<file path="src/rtl/mesh_term_src.sv">
// Source queue for one mesh terminal: buffers agent packets in a first-word-fall-through FIFO.
// Optional destination filtering is enabled with `define MESH_TERM_SRC_DEST_CHECK_EN.
module mesh_term_src #(
  parameter int ROWS       = 4,
  parameter int COLUMS     = 4,
  parameter int pckg_sz    = 40,
  parameter int fifo_depth = 4,
  parameter int ID_ROW     = 0,
  parameter int ID_COL     = 1
) (
  input  logic                              clk,
  input  logic                              reset,
  input  logic                              push,
  input  logic [pckg_sz-1:0]                data_in,
  output logic                              full,
  output logic                              overflow,
  output logic [$clog2(fifo_depth+1)-1:0]   count,
  output logic                              pndng_i_in,
  output logic [pckg_sz-1:0]                data_out_i_in,
  input  logic                              popin,
  output logic [15:0]                       drop_cnt
);

  localparam int CNT_W = $clog2(fifo_depth + 1);
  localparam int PTR_W = (fifo_depth > 1) ? $clog2(fifo_depth) : 1;
  localparam logic [PTR_W-1:0] LAST_PTR = PTR_W'(fifo_depth - 1);
  localparam logic [CNT_W-1:0] FULL_CNT = CNT_W'(fifo_depth);

  logic [pckg_sz-1:0] mem_q [fifo_depth];
  logic [pckg_sz-1:0] mem_d [fifo_depth];
  logic [PTR_W-1:0]   rd_ptr_q, rd_ptr_d;
  logic [PTR_W-1:0]   wr_ptr_q, wr_ptr_d;
  logic [CNT_W-1:0]   count_q, count_d;
  logic               overflow_q, overflow_d;
  logic               dest_ok, push_ok, pop_ok, is_full, is_empty;

  assign is_empty = (count_q == '0);
  assign is_full  = (count_q == FULL_CNT);

`ifdef MESH_TERM_SRC_DEST_CHECK_EN
  logic [3:0]  dst_row, dst_col;
  logic [15:0] drop_cnt_q, drop_cnt_d;

  assign dst_row = data_in[pckg_sz-9 -: 4];
  assign dst_col = data_in[pckg_sz-13 -: 4];
  assign dest_ok = !((int'(dst_row) > ROWS + 1) ||
                     (int'(dst_col) > COLUMS + 1) ||
                     ((dst_row == 4'(ID_ROW)) && (dst_col == 4'(ID_COL))));

  always_comb begin
    drop_cnt_d = drop_cnt_q;
    if (push && !dest_ok && (drop_cnt_q != 16'hFFFF)) begin
      drop_cnt_d = drop_cnt_q + 16'd1;
    end
  end

  always_ff @(posedge clk or negedge reset) begin
    if (!reset) drop_cnt_q <= '0;
    else        drop_cnt_q <= drop_cnt_d;
  end

  assign drop_cnt = drop_cnt_q;
`else
  assign dest_ok  = 1'b1;
  assign drop_cnt = '0;
`endif

  // A pop on the same edge frees the slot, so a full FIFO still accepts a push with popin.
  assign push_ok = push && dest_ok && (!is_full || popin);
  assign pop_ok  = popin && !is_empty;

  always_comb begin
    mem_d      = mem_q;
    wr_ptr_d   = wr_ptr_q;
    rd_ptr_d   = rd_ptr_q;
    count_d    = count_q;
    overflow_d = overflow_q | (push && dest_ok && is_full && !popin);
    if (push_ok) begin
      mem_d[wr_ptr_q] = data_in;
      wr_ptr_d        = (wr_ptr_q == LAST_PTR) ? '0 : wr_ptr_q + 1'b1;
    end
    if (pop_ok) begin
      rd_ptr_d = (rd_ptr_q == LAST_PTR) ? '0 : rd_ptr_q + 1'b1;
    end
    case ({push_ok, pop_ok})
      2'b10:   count_d = count_q + 1'b1;
      2'b01:   count_d = count_q - 1'b1;
      default: count_d = count_q;
    endcase
  end

  always_ff @(posedge clk or negedge reset) begin
    if (!reset) begin
      for (int unsigned i = 0; i < fifo_depth; i++) begin
        mem_q[i] <= '0;
      end
      wr_ptr_q   <= '0;
      rd_ptr_q   <= '0;
      count_q    <= '0;
      overflow_q <= 1'b0;
    end else begin
      mem_q      <= mem_d;
      wr_ptr_q   <= wr_ptr_d;
      rd_ptr_q   <= rd_ptr_d;
      count_q    <= count_d;
      overflow_q <= overflow_d;
    end
  end

  assign count         = count_q;
  assign full          = is_full;
  assign pndng_i_in    = !is_empty;
  assign data_out_i_in = mem_q[rd_ptr_q];
  assign overflow      = overflow_q;

endmodule
</file>
<file path="config.mk">
export PLATFORM = sky130hd
export DESIGN_NAME = mesh_term_src
export DESIGN_NICKNAME = d
export VERILOG_FILES = /design/src/rtl/mesh_term_src.sv
export SDC_FILE = /design/constraint.sdc
export NUM_CORES = 1
export LEC_CHECK = 0
export BUFFER_PORTS_ARGS = -buffer_cell sky130_fd_sc_hd__buf_4
export CORE_UTILIZATION = 40
export DETAILED_ROUTE_END_ITERATION = 7
export PLACE_DENSITY_LB_ADDON = 0.08
export SLEW_MARGIN = 20
export SYNTH_ARGS = -nofsm -noshare
export SYNTH_HDL_FRONTEND = slang
export SYNTH_SLANG_ARGS = --single-unit
</file>
<file path="constraint.sdc">
create_clock -name clk -period 2.6 [get_ports clk]
set_input_delay 0.13 -clock clk [delete_from_list [all_inputs] [get_ports clk]]
set_output_delay 0.13 -clock clk [all_outputs]
set_load 0.05 [all_outputs]
</file>
==> results.txt, run 1 <==
----------------------------------------------------
[Cells and area]
  Number of nets in the layout ... 636
  Share of post-route cells with drive strength above 1 ... 57.5%
  Antenna Cells ... 0
  Area added between synthesis and finish ... 25.2%
  Post-route insts no fill ... 827

[Clock tree]
  Skew-Pair Late Insertion Delay ... ~0.4 ns
  H-tree depth reported by CTS ... 4
  Hold buffer count at cts ... between 40 and 50
  Post-cts sizing count ... 0
  Worst-path clk slew ... about 0.060 ns
  Cts bufs inserted ... 17
  Clock root buffer ... sky130_fd_sc_hd__clkbuf_16
  Clock tree sinks ... 168
  Setup Buffers After CTS ... 0
  Clock tree from TritonCTS ... done
  Clock buffer depth ... 2

[Synth]
  Synthesized area per cell ... around 17 µm²
  Yosys warning total ... 0
  Cell area after synthesis ... approximately 7600 µm²
  Gate count of the mapped netlist ... 450
  FF+latch count, synth ... roughly 170
  Synth cell types ... 22
  Seq/Total Area, Yosys ... 55.7%

[Run]
  Max-capacitance violation count ... 0

[Global routing]
  Global-route congestion overflow total ... 0
  Pin count of the biggest net entering global routing ... 70
  Number of antenna violations at the first check in global routing ... 0
  Vias in the first global route ... between 4k and 5k
  First-pass GRT wire length ... 24.8 mm
  Aggregate global-route resource usage ... 16.8%

[Place]
  Count of port buffers added during placement ... 89
  Final HPWL DP ... 9.56 mm
  Post-Place Cells ... approximately 750
  RD Place Congestion ... 0.705
  Worst setup slack after placement ... 0.510 ns

[Timing]
  Final Hold Vio Count ... 0
  Slew Limit Fails ... 0
  Setup repair after global routing missed its margin ... no
  Setup-failing EPs final ... 0
  Post-Route Skew ... 0.00496 ns
  Worst slew margin ... 54.0%
  Clock period minus worst slack ... 2.24 ns
  Post-route setup slack ... 0.359 ns
  Highest clock rate ... approximately 450 MHz
  Slew of the pin with the lowest slew margin ... 0.688 ns
  Total negative slack ... 0 ns
  Crit share post-route ... 86.2%

[Min path]
  Min-delay worst type ... input port to register

[Status]
  Outcome ... finished clean

[Floorplanning]
  Core box area ... around 18000 µm²
  Number of placement rows ... 49
  Boundary pin count ... about 110
  Starting utilization of the core area ... between 40 and 50%
  Die W ... 139 µm
  Die height ... 139 µm
  Die Area ... 19400 µm²

[Drt]
  Overall routed net length ... ~15 mm
  Detailed router's first-iteration violation count ... 192
  DRC viols ... 0
  Vias ... 4160
  Final antenna-violating net count ... 0
  Detail-routed via count per cell ... 5.03
  First-pass iteration count of the detailed router ... 4
  Routed WL per cell ... around 18 µm

[Setup path]
  Data arrival time of the critical path ... 2.11 ns
  Max Fanout on Critical Path ... 21
  Critical Setup Path Class ... register to output port
  Category of the worst setup path launch point ... register
  Internal reg-to-reg setup slack ... 0.52 ns
  Kind of end point of the critical path ... output port
  Data required time of the worst path ... 2.47 ns

----------------------------------------------------
per-stage QoR:
step | utilization, % | cell area, µm² | hold slack, ns
after detailed placement | 46.3 | 8430 | 0.181
after global routing | 51.9 | 9460 | 0.0468
after floorplan | - | 7610 | -0.166
after global placement | 46.3 | 8430 | 0.173
final | 51.9 | 9460 | 0.0518
after CTS | 51.9 | 9460 | 0.0316
placed cells by master, fill, tap and decap left out, types with 3 or more instances in the layout:
cell / netlist / routed
sky130_fd_sc_hd__dfrtp_1: 168 / 166
sky130_fd_sc_hd__dlygate4sd3_1: 0 / 42
sky130_fd_sc_hd__inv_1: 7 / 7
sky130_fd_sc_hd__buf_4: 16 / 93
sky130_fd_sc_hd__mux4_2: 40 / 40
sky130_fd_sc_hd__nor2_4: 0 / 4
sky130_fd_sc_hd__clkinv_4: 0 / 4
sky130_fd_sc_hd__ha_1: 6 / 6
sky130_fd_sc_hd__nor2_1: 7 / 3
sky130_fd_sc_hd__bufinv_16: 0 / 3
sky130_fd_sc_hd__mux2_2: 164 / 164
sky130_fd_sc_hd__conb_1: 1 / 16
sky130_fd_sc_hd__buf_12: 0 / 7
sky130_fd_sc_hd__nand2_1: 5 / 5
sky130_fd_sc_hd__clkinvlp_4: 0 / 3
sky130_fd_sc_hd__clkbuf_16: 0 / 17
layer usage:
| layer | wire length [µm] | track usage, % | up-vias |
|---|---|---|---|
| met5 | 0 | 0 | - |
| met4 | 137 | 4.74 | 0 |
| met3 | 502 | 3.99 | 10 |
| met2 | 7410 | 26.3 | 69 |
| met1 | 7140 | 23.4 | 2197 |
| li1 | - | - | 1884 |
worst paths after layout:
| path | from | to | depth (start not counted) |
|---|---|---|---|
| worst min register to register | overflow$_DFF_PN0_ | overflow$_DFF_PN0_ | 1 |
| worst max register to register | count[2]$_DFFE_PN0P_ | mem_q[14]$_DFFE_PN0P_ | 5 |
| max in group asynchronous | reset | rd_ptr_q[1]$_DFFE_PN0P_ | 3 |
| min in group asynchronous | reset | mem_q[112]$_DFFE_PN0P_ | 2 |
| worst max-delay path | rd_ptr_q[0]$_DFFE_PN0P_ | data_out_i_in[28] | 3 |
| worst min-delay path | popin | overflow$_DFF_PN0_ | 3 |
state kept, by name, summed over array words and instances, names as in the netlist:
name      cells
mem_q       160
overflow      1
count         3
rd_ptr_q      2
wr_ptr_q      2
worst max-delay path: stages, from the launching register on:
cell and delay, ns:
sky130_fd_sc_hd__dfrtp_2 0.64, sky130_fd_sc_hd__buf_12 0.28, sky130_fd_sc_hd__mux4_2 0.56, sky130_fd_sc_hd__buf_4 0.21
Yosys cell counts, drive strengths merged:
master  number  share of area (%)
dfrtp      168                 56
mux2       164                 24
buf         41                4.5
mux4        40                 12
inv          7               0.35
nor2         7               0.35
ha           6               0.99
nand2        5               0.25
xor2         2               0.23
a31o         1               0.12
and3         1              0.083
clkbuf       1              0.050
conb         1              0.050
fa           1               0.27
mux2i        1               0.13
nand2b       1              0.083
nor4b        1               0.31
or3          1              0.083
xnor2        1               0.12
cell families after synthesis:
logic type,share of synthesized area (%)
fa+ha+maj,1.26
other cells,0.0496
mux,36.5
compound gates,0.116
xor+xnor,0.348
buf+inv,4.90
simple gates,1.16
flops,55.7
cell type report:
class | instances | area [µm²]
clock buffer | 18 | 429
clock inverter | 14 | 175
fill | 1546 | 8750
inverter | 7 | 26.3
multi-input combinational | 248 | 3070
sequential | 168 | 4210
tap | 229 | 287
timing repair buffer | 143 | 1270
Power of run 1 is not shown: default switching activity piles up to over one toggle a cycle in this logic, so the estimate is an artifact.
==> run 2: changes to the inputs <==
==> constraint.sdc (replaced) <==
create_clock -name clk -period 2.3 [get_ports clk]
set_input_delay 0.115 -clock clk [delete_from_list [all_inputs] [get_ports clk]]
set_output_delay 0.115 -clock clk [all_outputs]
set_load 0.05 [all_outputs]
==> run 2 against run 1 <==
Against the previous run: clock-buffer cell count unchanged; critical path depth increased by 5; cell count increased by 0.36%.
==> results.txt, run 2 (synthesis gave the netlist of run 1 again) <==
----------------------------------------------------
[Place]
  Final HPWL DP ... 9.71 mm
  RD Place Congestion ... 0.722
  Post-Place Cells ... 756
  Count of port buffers added during placement ... 89

[Floorplanning]
  Number of placement rows ... 49
  Starting utilization of the core area ... between 40% and 50%
  Die Area ... 19400 µm²
  Die height ... 139 µm
  Core box area ... 18200 µm²
  Die W ... 139 µm
  Boundary pin count ... 106

[Setup path]
  Cell-by-cell listing of the critical path ... nor4b_4 > nand2b_4 > ha_1 > inv_1 > fa_1 > xor2_1 > nor2_1 > xor2_1
  Data arrival time of the critical path ... 2.49 ns
  Slowest CP cell ... sky130_fd_sc_hd__dfrtp_1
  Category of the worst setup path launch point ... register
  Cell family with the largest share of critical-path delay ... simple AND/OR/NAND/NOR gates
  Kind of end point of the critical path ... register
  Buffering stage count on the worst path with inverters included ... 1
  Data required time of the worst path ... between 2 and 3 ns
  Max Fanout on Critical Path ... 4
  Critical Setup Path Class ... register to register
  Maximum cell stage delay along the critical path ... approximately 0.44 ns
  Crit-path most repeated cell ... sky130_fd_sc_hd__xor2_1

[Cells and area]
  Area added between synthesis and finish ... 25.3%
  Share of post-route cells with drive strength above 1 ... 58.4%
  Leading cell types in the layout, fill and taps excluded ... sky130_fd_sc_hd__dfrtp_1, sky130_fd_sc_hd__mux2_2, sky130_fd_sc_hd__buf_4
  Largest register FFs ... 160
  Most common cell after layout, fill and taps aside ... sky130_fd_sc_hd__dfrtp_1
  Biggest register ... mem_q
  Number of nets in the layout ... 639
  Antenna Cells ... 0
  Post-route insts no fill ... 830

[Global routing]
  Aggregate global-route resource usage ... between 10% and 20%
  Vias in the first global route ... 4606
  Pin count of the biggest net entering global routing ... between 60 and 70
  Number of antenna violations at the first check in global routing ... 0
  First-pass GRT wire length ... 25.6 mm
  Global-route congestion overflow total ... 0

[Timing]
  Highest clock rate ... 463 MHz
  Setup repair after global routing missed its margin ... no
  Setup-failing EPs final ... 0
  Clock period minus worst slack ... 2.16 ns
  Worst hold slack across all endpoints ... 0.0408 ns
  Slew Limit Fails ... 0
  Post-Route Skew ... 0.00640 ns
  Worst slew margin ... 58.0%
  Total negative slack ... 0 ns
  Slew of the pin with the lowest slew margin ... 0.630 ns
  Final Hold Vio Count ... 0
  Crit share post-route ... 93.8%

[Clock tree]
  Clock buffer depth ... 2
  Cts bufs inserted ... 17
  Worst-path clk slew ... 0.06 ns
  H-tree depth reported by CTS ... 4
  Setup Buffers After CTS ... 0
  Clock root buffer ... sky130_fd_sc_hd__clkbuf_16
  Skew-Pair Late Insertion Delay ... ~0.42 ns
  Clock tree from TritonCTS ... done
  Clock tree sinks ... 168

[Drt]
  First-pass iteration count of the detailed router ... 4
  Final antenna-violating net count ... 0
  Vias ... 4224
  Total length of routed met2 wires ... between 7 and 8 mm
  Routed WL per cell ... between 15 and 20 µm
  Top routing layer in use ... met4
  Detailed router's first-iteration violation count ... 129
  Detailed-routing wirelength on met1 ... 6.99 mm
  DRC viols ... 0
  WL met3 ... 555 µm
  Overall routed net length ... 15.6 mm
  Detail-routed via count per cell ... 5.09

[Min path]
  Min-delay worst type ... input port to register

[Status]
  Outcome ... finished clean

[Run]
  Max-capacitance violation count ... 0

----------------------------------------------------
## run 2: metal layers
| layer | vias to the layer above | GRT usage (%) |
|---|---|---|
| li1 | 1889 | - |
| met1 | 2253 | 22.5 |
| met2 | 75 | 29.4 |
| met3 | 7 | 4.40 |
| met4 | 0 | 4.21 |
| met5 | - | 0 |
## run 2: cell type report
type                    instances  area (µm²)
well taps                     229         287
flip-flops and latches        168        4210
clock buffers                  18         439
fillers                      1539        8740
inverters                       7        26.3
multi-input cells             248        3080
repair buffers                146        1310
clock inverters                14         123
## run 2: path summary, 6_finish.rpt
path	from	to	slack (ns)	depth (start not counted)
min in group asynchronous	reset	mem_q[117]$_DFFE_PN0P_	0.27	2
worst min register to register	overflow$_DFF_PN0_	overflow$_DFF_PN0_	0.47	1
worst max-delay path	count[1]$_DFFE_PN0P_	count[2]$_DFFE_PN0P_	0.14	8
max in group asynchronous	reset	mem_q[76]$_DFFE_PN0P_	1.25	3
worst max register to register	count[1]$_DFFE_PN0P_	count[2]$_DFFE_PN0P_	0.14	8
worst min-delay path	popin	overflow$_DFF_PN0_	0.04	3
## run 2: worst register-to-register path, cell delays in order (launching register included)
cell and delay, ns:
sky130_fd_sc_hd__dfrtp_1 0.44, sky130_fd_sc_hd__nor4b_4 0.33, sky130_fd_sc_hd__nand2b_4 0.19, sky130_fd_sc_hd__ha_1 0.19, sky130_fd_sc_hd__inv_1 0.06, sky130_fd_sc_hd__fa_1 0.39, sky130_fd_sc_hd__xor2_1 0.16, sky130_fd_sc_hd__nor2_1 0.13
sky130_fd_sc_hd__xor2_1 0.19
## run 2: timing repair
action | 4_1_cts | 5_1_grt
hold buffers | 42 | 0
gates resized for setup | 0 | 2
endpoints found under the setup margin | 0 | 1
hold endpoints to repair | 221 | 0
## run 2: through the flow
stage	cell area, µm²	utilization (%)	setup slack [ns]
floorplan	7610	-	0.0305
global placement	8470	46.5	0.284
detailed placement	8470	46.5	0.162
CTS	9460	51.9	0.124
global route	9470	52.0	0.0160
finish	9470	52.0	0.142
Power of run 2 is left out for the same reason.
==> run 3: changes to the inputs <==
--- a/config.mk
+++ b/config.mk
@@ -6,6 +6,8 @@
 export NUM_CORES = 1
 export LEC_CHECK = 0
 export BUFFER_PORTS_ARGS = -buffer_cell sky130_fd_sc_hd__buf_4
+export CELL_PAD_IN_SITES_DETAIL_PLACEMENT = 2
+export CELL_PAD_IN_SITES_GLOBAL_PLACEMENT = 2
 export CORE_UTILIZATION = 40
 export DETAILED_ROUTE_END_ITERATION = 7
 export PLACE_DENSITY_LB_ADDON = 0.08
==> constraint.sdc (replaced) <==
create_clock -name clk -period 2.3 [get_ports clk]
set_input_delay 0.115 -clock clk [delete_from_list [all_inputs] [get_ports clk]]
set_output_delay 0.115 -clock clk [all_outputs]
set_load 0.01 [all_outputs]
==> run 3 against run 2 <==
Against the previous run: register-to-register slack is essentially flat; via count grew 3.1%; routed wire length grew 18%; non-clock buffer count grew 9; maximum frequency is essentially flat; clock-buffer cell count grew 1; cell count grew 0.96%; sequential share of layout area shrank 0.46 points; first-iteration DRC count shrank 19%; critical path depth is the same; largest cell class unchanged.
==> results.txt, run 3 (synthesis gave the netlist of run 1 again) <==
----------------------------------------------------
[Status]
  Outcome ... finished clean

[Setup path]
  Maximum cell stage delay along the critical path ... 0.46 ns
  Kind of end point of the critical path ... register
  Slowest CP cell ... sky130_fd_sc_hd__dfrtp_1
  Crit-path most repeated cell ... sky130_fd_sc_hd__xor2_1
  Category of the worst setup path launch point ... register
  Data required time of the worst path ... 2.65 ns
  Buffering stage count on the worst path with inverters included ... 1
  Cell-by-cell listing of the critical path ... nor4b_4 > nand2b_1 > ha_1 > inv_1 > fa_1 > xor2_1 > nor2_1 > xor2_1
  Max Fanout on Critical Path ... 5
  Critical Setup Path Class ... register to register
  Data arrival time of the critical path ... approximately 2.5 ns
  Cell family with the largest share of critical-path delay ... simple AND/OR/NAND/NOR gates

[Timing]
  Slew of the pin with the lowest slew margin ... 0.720 ns
  Clock period minus worst slack ... 2.16 ns
  Highest clock rate ... 463 MHz
  Setup repair after global routing missed its margin ... no
  Total negative slack ... 0 ns
  Worst slew margin ... 52.0%
  Final Hold Vio Count ... 0
  Crit share post-route ... 93.8%
  Worst hold slack across all endpoints ... 0.0365 ns
  Setup-failing EPs final ... 0
  Post-Route Skew ... 0.0106 ns
  Slew Limit Fails ... 0

[Global routing]
  Vias in the first global route ... 5154
  Pin count of the biggest net entering global routing ... 74
  Aggregate global-route resource usage ... 20.2%
  Global-route congestion overflow total ... 0
  First-pass GRT wire length ... 29.6 mm
  Number of antenna violations at the first check in global routing ... 0

[Floorplanning]
  Number of placement rows ... 49
  Boundary pin count ... around 110
  Die height ... 139 µm
  Die W ... 139 µm
  Die Area ... between 15000 and 20000 µm²
  Starting utilization of the core area ... between 40% and 50%
  Core box area ... 18200 µm²

[Drt]
  DRC viols ... 0
  First-pass iteration count of the detailed router ... 6
  Total length of routed met2 wires ... 9.81 mm
  Final antenna-violating net count ... 0
  Top routing layer in use ... met4
  Detailed-routing wirelength on met1 ... about 8 mm
  Routed WL per cell ... approximately 22 µm
  WL met3 ... 617 µm
  Detailed router's first-iteration violation count ... 104
  Detail-routed via count per cell ... approximately 5.2
  Overall routed net length ... 18.3 mm
  Vias ... 4354

[Cells and area]
  Multi-input combinational cell area ... 3070 µm²
  Area added between synthesis and finish ... 26.7%
  Leading cell types in the layout, fill and taps excluded ... sky130_fd_sc_hd__dfrtp_1, sky130_fd_sc_hd__mux2_2, sky130_fd_sc_hd__buf_4
  Antenna Cells ... 0
  Register cell area after layout ... 4210 µm²
  Largest register FFs ... 160
  Biggest register ... mem_q
  Filler cell count ... 1646
  Number of nets in the layout ... 648
  Post-route insts no fill ... approximately 840
  Share of post-route cells with drive strength above 1 ... 58.3%
  Most common cell after layout, fill and taps aside ... sky130_fd_sc_hd__dfrtp_1

[Place]
  Count of port buffers added during placement ... 89
  Post-Place Cells ... 756
  RD Place Congestion ... 0.686
  Final HPWL DP ... 11.0 mm

[Power and ir drop]
  Leakage power of the design ... 0.00410 µW
  Maximum vdd ir drop ... 0.692 mV
  Power per unit of standard cell area ... 1560 nW/µm²
  Final total power ... 15000 µW

[Clock tree]
  Clock buffer depth ... 2
  Clock tree from TritonCTS ... done
  Worst-path clk slew ... roughly 0.070 ns
  Skew-Pair Late Insertion Delay ... 0.42 ns
  Post-cts sizing count ... 0
  Clock tree sinks ... 168
  Clock root buffer ... sky130_fd_sc_hd__clkbuf_16
  Cts bufs inserted ... 17
  H-tree depth reported by CTS ... 4

[Run]
  Max-capacitance violation count ... 0

[Min path]
  Min-delay worst type ... input port to register

----------------------------------------------------
[run 3: changes by cell type in the layout (fill, tap and decap cells not counted), sizes merged]
cell	before	now
buf	104	113
inv	11	7
clkbuf	18	19
clkinvlp	5	4
bufinv	1	4
[run 3: per-stage QoR]
step                      setup WS (ns)  area [µm²]  util (%)
after detailed placement          0.129        8460      46.5
final                             0.142        9570      52.5
after global placement            0.272        8460      46.5
after CTS                       0.00239        9500      52.2
after global routing            0.00131        9570      52.5
after floorplan                   0.260        7610         -
[run 3: report_power, final]
part / switching [µW] / leakage [µW] / total [µW] / internal [µW]
registers: 960 / 0.00199 / 5460 / 4500
logic: 2550 / 0.00183 / 6480 / 3930
clock network: 1180 / 0.000291 / 3020 / 1840
total: 4690 / 0.00410 / 15000 / 10300
[run 3: layer usage]
| metal | vias to the layer above | global-route usage, % |
|---|---|---|
| met4 | 0 | 5.61 |
| li1 | 1902 | - |
| met2 | 72 | 36.0 |
| met5 | - | 0 |
| met1 | 2369 | 24.7 |
| met3 | 11 | 4.40 |
[run 3: tightest hold or removal path: cells and delay by family]
family | cells | cell delay [ns]
buffers and inverters | 2 | 0.18
AO/OA/AOI/OAI | 1 | 0.13
[run 3: cell type report]
cell class	count	share of cell area, %
clock buffer	19	4.63
clock inverter	12	1.86
inverter	7	0.275
multi-input combinational	248	32.0
sequential	168	44.0
tap	229	2.99
timing repair buffer	155	14.2
[run 3: timing repair]
item                                    4_1_cts  5_1_grt
endpoints found under the setup margin        0       13
setup buffers                                 0        9
hold endpoints to repair                    230        0
hold buffers                                 42        0
[run 3: path summary, 6_finish.rpt]
check | start | endpoint | slack (ns) | cells past startpoint
hold / removal | popin | overflow$_DFF_PN0_ | 0.04 | 3
setup reg to reg | count[0]$_DFFE_PN0P_ | count[2]$_DFFE_PN0P_ | 0.14 | 8
hold reg to reg | overflow$_DFF_PN0_ | overflow$_DFF_PN0_ | 0.48 | 1
max in group asynchronous | reset | mem_q[133]$_DFFE_PN0P_ | 1.26 | 3
setup / recovery | count[0]$_DFFE_PN0P_ | count[2]$_DFFE_PN0P_ | 0.14 | 8
min in group asynchronous | reset | mem_q[157]$_DFFE_PN0P_ | 0.28 | 2
Power figures use the tool's default switching activity.
